### src/rtl/sparc_exu_aluccgen.sv
`default_nettype none
// ============================================================================
// Module   : sparc_exu_aluccgen
// Brief    : EXU condition-code generator and CCR pipeline. Forms icc/xcc
//            (N,Z,V,C) from the E-stage adder outputs, carries them through
//            M and W with kill/flush qualification, commits them to the
//            architectural CCR at W, and offers a bypassed CC view to the IFU.
// Revision : 1.0 - initial release
// ============================================================================
module sparc_exu_aluccgen (
    input  logic        clk,
    input  logic        reset,
    input  logic        se,
    input  logic [63:0] adder_out,
    input  logic        alu_ecl_cout64_e_l,
    input  logic        alu_ecl_cout32_e,
    input  logic        alu_ecl_adderin2_63_e,
    input  logic        alu_ecl_adderin2_31_e,
    input  logic        byp_alu_rs1_data_e_63,
    input  logic        byp_alu_rs1_data_e_31,
    input  logic        ifu_exu_invert_e,
    input  logic        ifu_exu_setcc_e,
    input  logic        ecl_kill_m,
    input  logic        ifu_exu_flush_w,
    input  logic        ecl_wrccr_w,
    input  logic [7:0]  ecl_wrccr_data_w,
    output logic [7:0]  exu_ccr_w,
    output logic [7:0]  exu_ifu_cc_d,
    output logic        exu_ifu_cc_vld_m
);

    // Reset value of every CC-holding register.
    localparam logic [7:0] C_CC_RESET = 8'h00;

    // Scan enable is carried for port compatibility only.
    logic w_unused_se;
    assign w_unused_se = se;

    // ------------------------------------------------------------------------
    // E stage: condition codes from the adder result
    // ------------------------------------------------------------------------
    logic       w_icc_n, w_icc_z, w_icc_v, w_icc_c;
    logic       w_xcc_n, w_xcc_z, w_xcc_v, w_xcc_c;
    logic [7:0] w_cc_e;

    // Overflow: operands agree in sign (after subtract inversion) but the
    // result sign differs. Carry is inverted for subtract so C means borrow.
    always_comb begin
        w_icc_n = adder_out[31];
        w_icc_z = (adder_out[31:0] == 32'h0000_0000);
        w_icc_v = (byp_alu_rs1_data_e_31 == alu_ecl_adderin2_31_e) &
                  (adder_out[31] != byp_alu_rs1_data_e_31);
        w_icc_c = alu_ecl_cout32_e ^ ifu_exu_invert_e;

        w_xcc_n = adder_out[63];
        w_xcc_z = (adder_out == 64'h0000_0000_0000_0000);
        w_xcc_v = (byp_alu_rs1_data_e_63 == alu_ecl_adderin2_63_e) &
                  (adder_out[63] != byp_alu_rs1_data_e_63);
        w_xcc_c = ~alu_ecl_cout64_e_l ^ ifu_exu_invert_e;

        w_cc_e  = {w_xcc_n, w_xcc_z, w_xcc_v, w_xcc_c,
                   w_icc_n, w_icc_z, w_icc_v, w_icc_c};
    end

    // ------------------------------------------------------------------------
    // Pipeline registers and architectural CCR
    // ------------------------------------------------------------------------
    logic [7:0] r_cc_m;
    logic       r_vld_m;
    logic [7:0] r_cc_w;
    logic       r_vld_w;
    logic [7:0] r_ccr;

    logic       w_vld_m_live;   // M-stage op writes CC and is not killed
    logic       w_vld_w_live;   // W-stage op writes CC and is not flushed

    assign w_vld_m_live = r_vld_m & ~ecl_kill_m;
    assign w_vld_w_live = r_vld_w & ~ifu_exu_flush_w;

    // E->M capture: CC data loads every cycle, the valid bit qualifies it.
    always_ff @(posedge clk) begin
        if (reset) begin
            r_cc_m  <= C_CC_RESET;
            r_vld_m <= 1'b0;
        end else begin
            r_cc_m  <= w_cc_e;
            r_vld_m <= ifu_exu_setcc_e;
        end
    end

    // M->W advance: a kill in M drops the op's valid bit on its way to W.
    always_ff @(posedge clk) begin
        if (reset) begin
            r_cc_w  <= C_CC_RESET;
            r_vld_w <= 1'b0;
        end else begin
            r_cc_w  <= r_cc_m;
            r_vld_w <= w_vld_m_live;
        end
    end

    // W commit: WRCCR outranks a pipeline result; flushed ops never commit.
    always_ff @(posedge clk) begin
        if (reset) begin
            r_ccr <= C_CC_RESET;
        end else if (ecl_wrccr_w) begin
            r_ccr <= ecl_wrccr_data_w;
        end else if (w_vld_w_live) begin
            r_ccr <= r_cc_w;
        end
    end

    // ------------------------------------------------------------------------
    // Outputs
    // ------------------------------------------------------------------------
    // IFU bypass: youngest live in-flight CC wins, then a pending WRCCR,
    // then the committed CCR.
    always_comb begin
        exu_ifu_cc_d = r_ccr;
        if (w_vld_m_live) begin
            exu_ifu_cc_d = r_cc_m;
        end else if (w_vld_w_live) begin
            exu_ifu_cc_d = r_cc_w;
        end else if (ecl_wrccr_w) begin
            exu_ifu_cc_d = ecl_wrccr_data_w;
        end
    end

    assign exu_ccr_w        = r_ccr;
    assign exu_ifu_cc_vld_m = w_vld_m_live;

endmodule
`default_nettype wire

### config.mk
export PLATFORM = sky130hd
export DESIGN_NAME = sparc_exu_aluccgen
export DESIGN_NICKNAME = d
export VERILOG_FILES = /design/src/rtl/sparc_exu_aluccgen.sv
export SDC_FILE = /design/constraint.sdc
export NUM_CORES = 1
export LEC_CHECK = 0
export CORE_UTILIZATION = 31
export CTS_BUF_LIST = sky130_fd_sc_hd__clkbuf_8
export DETAILED_ROUTE_END_ITERATION = 7
export HOLD_SLACK_MARGIN = 0.02
export MAX_ROUTING_LAYER = met4
export PLACE_DENSITY = 0.75
export SLEW_MARGIN = 20
export SYNTH_ARGS = -nofsm -noshare
export SYNTH_HDL_FRONTEND = slang
export SYNTH_SLANG_ARGS = --single-unit
export TNS_END_PERCENT = 1
### constraint.sdc
create_clock -name clk -period 1.6 [get_ports clk]
set_clock_uncertainty 0.15 [all_clocks]
set_input_delay 0.48 -clock clk [delete_from_list [all_inputs] [get_ports clk]]
set_output_delay 0.48 -clock clk [all_outputs]
set_load 0.03 [all_outputs]
==> impl_results.rst <==
.. list-table::
   :header-rows: 1

   * - Metric
     - Value
   * - Total number of clock tree sinks
     - 26
   * - Post-Synthesis Cell Area
     - around 0.0013 mm2
   * - Setup slack of the critical path after layout
     - -0.463 ns
   * - Multiplexer area fraction after synthesis
     - just over 6%
   * - TritonCTS clock tree
     - yes
   * - Root buffer cell
     - sky130_fd_sc_hd__clkbuf_8
   * - Top area cells in the synthesized netlist
     - sky130_fd_sc_hd__dfxtp_1 40%, sky130_fd_sc_hd__a21oi_1 6.9%, sky130_fd_sc_hd__mux2i_1 6.1%, sky130_fd_sc_hd__nor2b_1 5.7%, sky130_fd_sc_hd__nor4_1 5.7%
   * - Number of nets with antenna violations after detailed routing
     - 0
   * - Number of cells traversed by the worst register-to-register path
     - 7
   * - Final weighted congestion in routability-driven placement
     - around 0.78
   * - Final Cycle Share
     - 129%
   * - Combinational cell fraction of total power
     - about a third
   * - Vias after detailed routing
     - 1661
   * - Reg-to-Reg Start
     - r_vld_w$_SDFF_PP0_
   * - Switching portion of total power
     - a little over a quarter
   * - Final critical path time including I/O delays and setup
     - approximately 2.1 ns
   * - Via-to-Cell Ratio
     - around 4.8
   * - Initial Util
     - between 30 and 40%
   * - Max-cap check violation count
     - 0
   * - TNS Setup
     - -3.78 ns
   * - Count of buffers from port buffering
     - ~100
   * - Worst-path clk slew
     - 0.09 ns
   * - Maximum number of pins on one net before global-route repair
     - 25
   * - Sequential cell fraction of total power
     - between 40 and 50%
   * - Violations in the final reports
     - setup timing
   * - Via count of the first global-routing pass
     - about 1600
   * - Type of destination of the critical path
     - output pin
   * - Register bit count reported by yosys
     - 26
   * - Number of placed I/O pins
     - 103
   * - Number of warnings reported in the yosys synthesis log
     - 0
   * - Leftover overflow at the end of global routing
     - 0
   * - Area enclosed by the die boundary
     - between 0.004 and 0.005 mm2
   * - DRC violation count after routing
     - 0
   * - CP startpoint kind
     - flip-flop
   * - Number of diodes
     - 0
   * - Die height
     - 67.1 um
   * - Type of the worst min-delay path
     - reg2reg
   * - NetSw
     - 0.449 mW
   * - Synthesized-area fraction occupied by ao, oa, aoi and oai cells
     - about 14%
   * - Setup repair after global routing missed its margin
     - true
   * - Final max-slew violation count
     - 0
   * - Sequential share of the synthesized area
     - 39.6%
   * - Endpoints failing hold
     - 0
   * - Kind of critical path
     - reg2out
   * - Ratio of cells with drive above 1 in the final layout
     - 37.5%
   * - Synthesized net count
     - approximately 250
   * - Simple-gate share of the synthesized area
     - between 30% and 40%
   * - Clock share of power
     - 24.3%
   * - First-pass iteration count of the detailed router
     - 4
   * - Die X-Extent
     - about 67 um
   * - Total clock buffers created by CTS
     - 3
   * - Total global routing track utilization
     - ~22%
   * - FMAX
     - 0.485 GHz
   * - Worst vdd ir
     - about 0.35 mV
   * - Global-route wire length before repair
     - ~7200 um
   * - Synth unique cells
     - 23
   * - Cell Int Power
     - 1.27 mW
   * - R2r setup slk
     - 0 ns
   * - Biggest fanout along the worst timing path
     - 6
   * - Power density of the placed cells
     - roughly 560 mW/mm2
   * - Insertion delay of the later-clocked pin in the worst-skew pair
     - 0.26 ns
   * - Slew headroom
     - around four fifths
   * - Max Buffers Root-to-Sink
     - 2
   * - Syn Inst Count
     - 159
   * - Number of core rows
     - 23
   * - Per-cell routed wire length
     - 13.7 um
   * - Setup violators final
     - 11
   * - Biggest area consumer among synthesized cells
     - sky130_fd_sc_hd__dfxtp_1
   * - Mean Syn Cell Area
     - 8.26 um2
   * - Number of design-rule violations left by the first detailed-router iteration
     - 28
   * - Half-perimeter wire length after detailed placement
     - 3120 um
   * - Main combinational cell family by area after synthesis
     - simple AND/OR/NAND/NOR gates
   * - Placeable Area
     - 0.00403 mm2
   * - Synth Area in Adders
     - 0%
   * - Area added between synthesis and finish
     - 132%
   * - Detailed-route wire length
     - 4690 um
   * - Result of the run
     - complete, but fails checks
   * - Static leakage power
     - 1.19 nW
   * - Number of nets in the layout
     - between 300 and 400
   * - Xor-xnor portion of the synthesized cell area
     - 1.33%
   * - Critical path data arrival time
     - around 1.4 ns
   * - Power Total
     - around 1.7 mW
   * - Antenna violations before repair
     - 0
   * - Slew @ Worst Pin
     - 0.285 ns
   * - Fill cell count
     - between 200 and 300
   * - Hold Slack
     - between 0.3 and 0.4 ns
   * - Capturing point of the worst reg2reg path
     - exu_ccr_w[7]$_SDFFE_PP0P_
   * - Setup crit start
     - r_vld_w$_SDFF_PP0_
   * - End of the critical path
     - exu_ifu_cc_d[1]
   * - Worst endpoint required time
     - a little under 1 ns
   * - Area fraction of the dominant cell type after synthesis
     - 39.6%
   * - H-tree levels
     - 1
==> cell type report <==
class | instances | area, um2 | area share (%)
sequential | 26 | 526 | 17.2
clock buffer | 4 | 55.1 | 1.81
multi-input combinational | 124 | 975 | 32.0
timing repair buffer | 139 | 1430 | 46.9
tap | 50 | 62.6 | 2.05
==> power by group through the flow <==
stage               clock [mW]  sequential (mW)  combinational [mW]
floorplan                    0            0.727               0.204
global placement             0            0.707               0.518
detailed placement           0            0.707               0.523
CTS                      0.426            0.694               0.594
global route             0.460            0.699               0.641
finish                   0.417            0.696               0.604
==> kinds of logic (layout without fill, tap and decap cells) <==
| kind of cell | count (synthesis) | in the layout |
|---|---|---|
| buffers and inverters | 9 | 143 |
| XOR/XNOR | 2 | 2 |
| flip-flops | 26 | 26 |
| AND/OR/NAND/NOR | 80 | 80 |
| multiplexers | 8 | 8 |
| AO/OA/AOI/OAI | 34 | 34 |
==> layer usage <==
metal,up-vias,GRT usage [%],routed length (um)
met1,752,24.5,1820
li1,835,-,-
met4,0,8.24,74
met5,-,-,0
met2,68,41.0,2550
met3,6,2.57,240
==> cell usage in the layout, fill, tap and decap left out, types with 3 or more instances in the layout <==
cell type                         instances
sky130_fd_sc_hd__nor2_1                  18
sky130_fd_sc_hd__buf_4                   28
sky130_fd_sc_hd__nor4_2                   5
sky130_fd_sc_hd__clkbuf_8                 4
sky130_fd_sc_hd__nor2b_1                 11
sky130_fd_sc_hd__dfxtp_2                  4
sky130_fd_sc_hd__buf_16                   3
sky130_fd_sc_hd__nand2b_1                 4
sky130_fd_sc_hd__dfxtp_1                 22
sky130_fd_sc_hd__buf_6                   20
sky130_fd_sc_hd__buf_12                   4
sky130_fd_sc_hd__nand2_1                 13
sky130_fd_sc_hd__o21ai_4                  8
sky130_fd_sc_hd__nand4_1                  4
sky130_fd_sc_hd__nand2b_4                 4
sky130_fd_sc_hd__nand2_2                  4
sky130_fd_sc_hd__o21a_1                   8
sky130_fd_sc_hd__dlygate4sd2_1            7
sky130_fd_sc_hd__nor4_1                   9
sky130_fd_sc_hd__mux2i_1                  7
sky130_fd_sc_hd__clkdlybuf4s50_1         71
sky130_fd_sc_hd__a21oi_2                 15
==> worst min-delay path by stage <==
stage,slack [ns],depth (start not counted),startpoint,to
2_1_floorplan,0.29,1,r_cc_m[7]$_SDFF_PP0_,r_cc_w[7]$_SDFF_PP0_
3_3_place_gp,0.29,1,r_cc_m[6]$_SDFF_PP0_,r_cc_w[6]$_SDFF_PP0_
3_5_place_dp,0.30,1,r_cc_m[3]$_SDFF_PP0_,r_cc_w[3]$_SDFF_PP0_
4_1_cts,0.32,1,r_cc_m[3]$_SDFF_PP0_,r_cc_w[3]$_SDFF_PP0_
5_1_grt,0.33,1,r_cc_m[3]$_SDFF_PP0_,r_cc_w[3]$_SDFF_PP0_
6_report,0.32,1,r_cc_m[3]$_SDFF_PP0_,r_cc_w[3]$_SDFF_PP0_
==> cell usage after synthesis, drive strengths merged <==
master and number:
xnor2 1, dfxtp 26, or3 1, o21a 8
a21oi 18, nand2 18, buf 7, nor2 18
o21ai 8, nor3 1, nor2b 14, nand4 4
and2 1, nand2b 8, nor4 15, mux2i 8
clkbuf 2, xor2 1
==> stage by stage <==
step                      utilization, %  std cells  setup WS, ns  area (um2)
after floorplan                        -        159        -0.211        1520
after global placement              64.6        317        -0.789        2600
after detailed placement            64.6        317        -0.809        2600
after CTS                           74.6        343        -0.466        3010
after global routing                75.7        343        -0.534        3050
final                               75.7        343        -0.463        3050
==> critical path, cell delays in order (launching register included) <==
cell and delay, ns:
sky130_fd_sc_hd__dfxtp_2 0.32, sky130_fd_sc_hd__nor2b_4 0.13, sky130_fd_sc_hd__buf_12 0.12, sky130_fd_sc_hd__buf_16 0.13, sky130_fd_sc_hd__a21oi_2 0.12, sky130_fd_sc_hd__a21oi_2 0.06, sky130_fd_sc_hd__o21ai_4 0.13, sky130_fd_sc_hd__buf_6 0.15
==> sequential cells by signal, summed over array words and instances, names as in the netlist <==
name and count:
exu_ccr_w 8, r_cc_m 8, r_cc_w 8, r_vld_m 1, r_vld_w 1
==> timing repair <==
action / 4_1_cts / 5_1_grt
gates resized for setup: 55 / 13
cloned: 4 / 0
buffers inserted: 18 / 0
endpoints found under the setup margin: 19 / 15
hold buffers: 0 / 0
pin swaps: 20 / 4
Power figures use the tool's default switching activity.
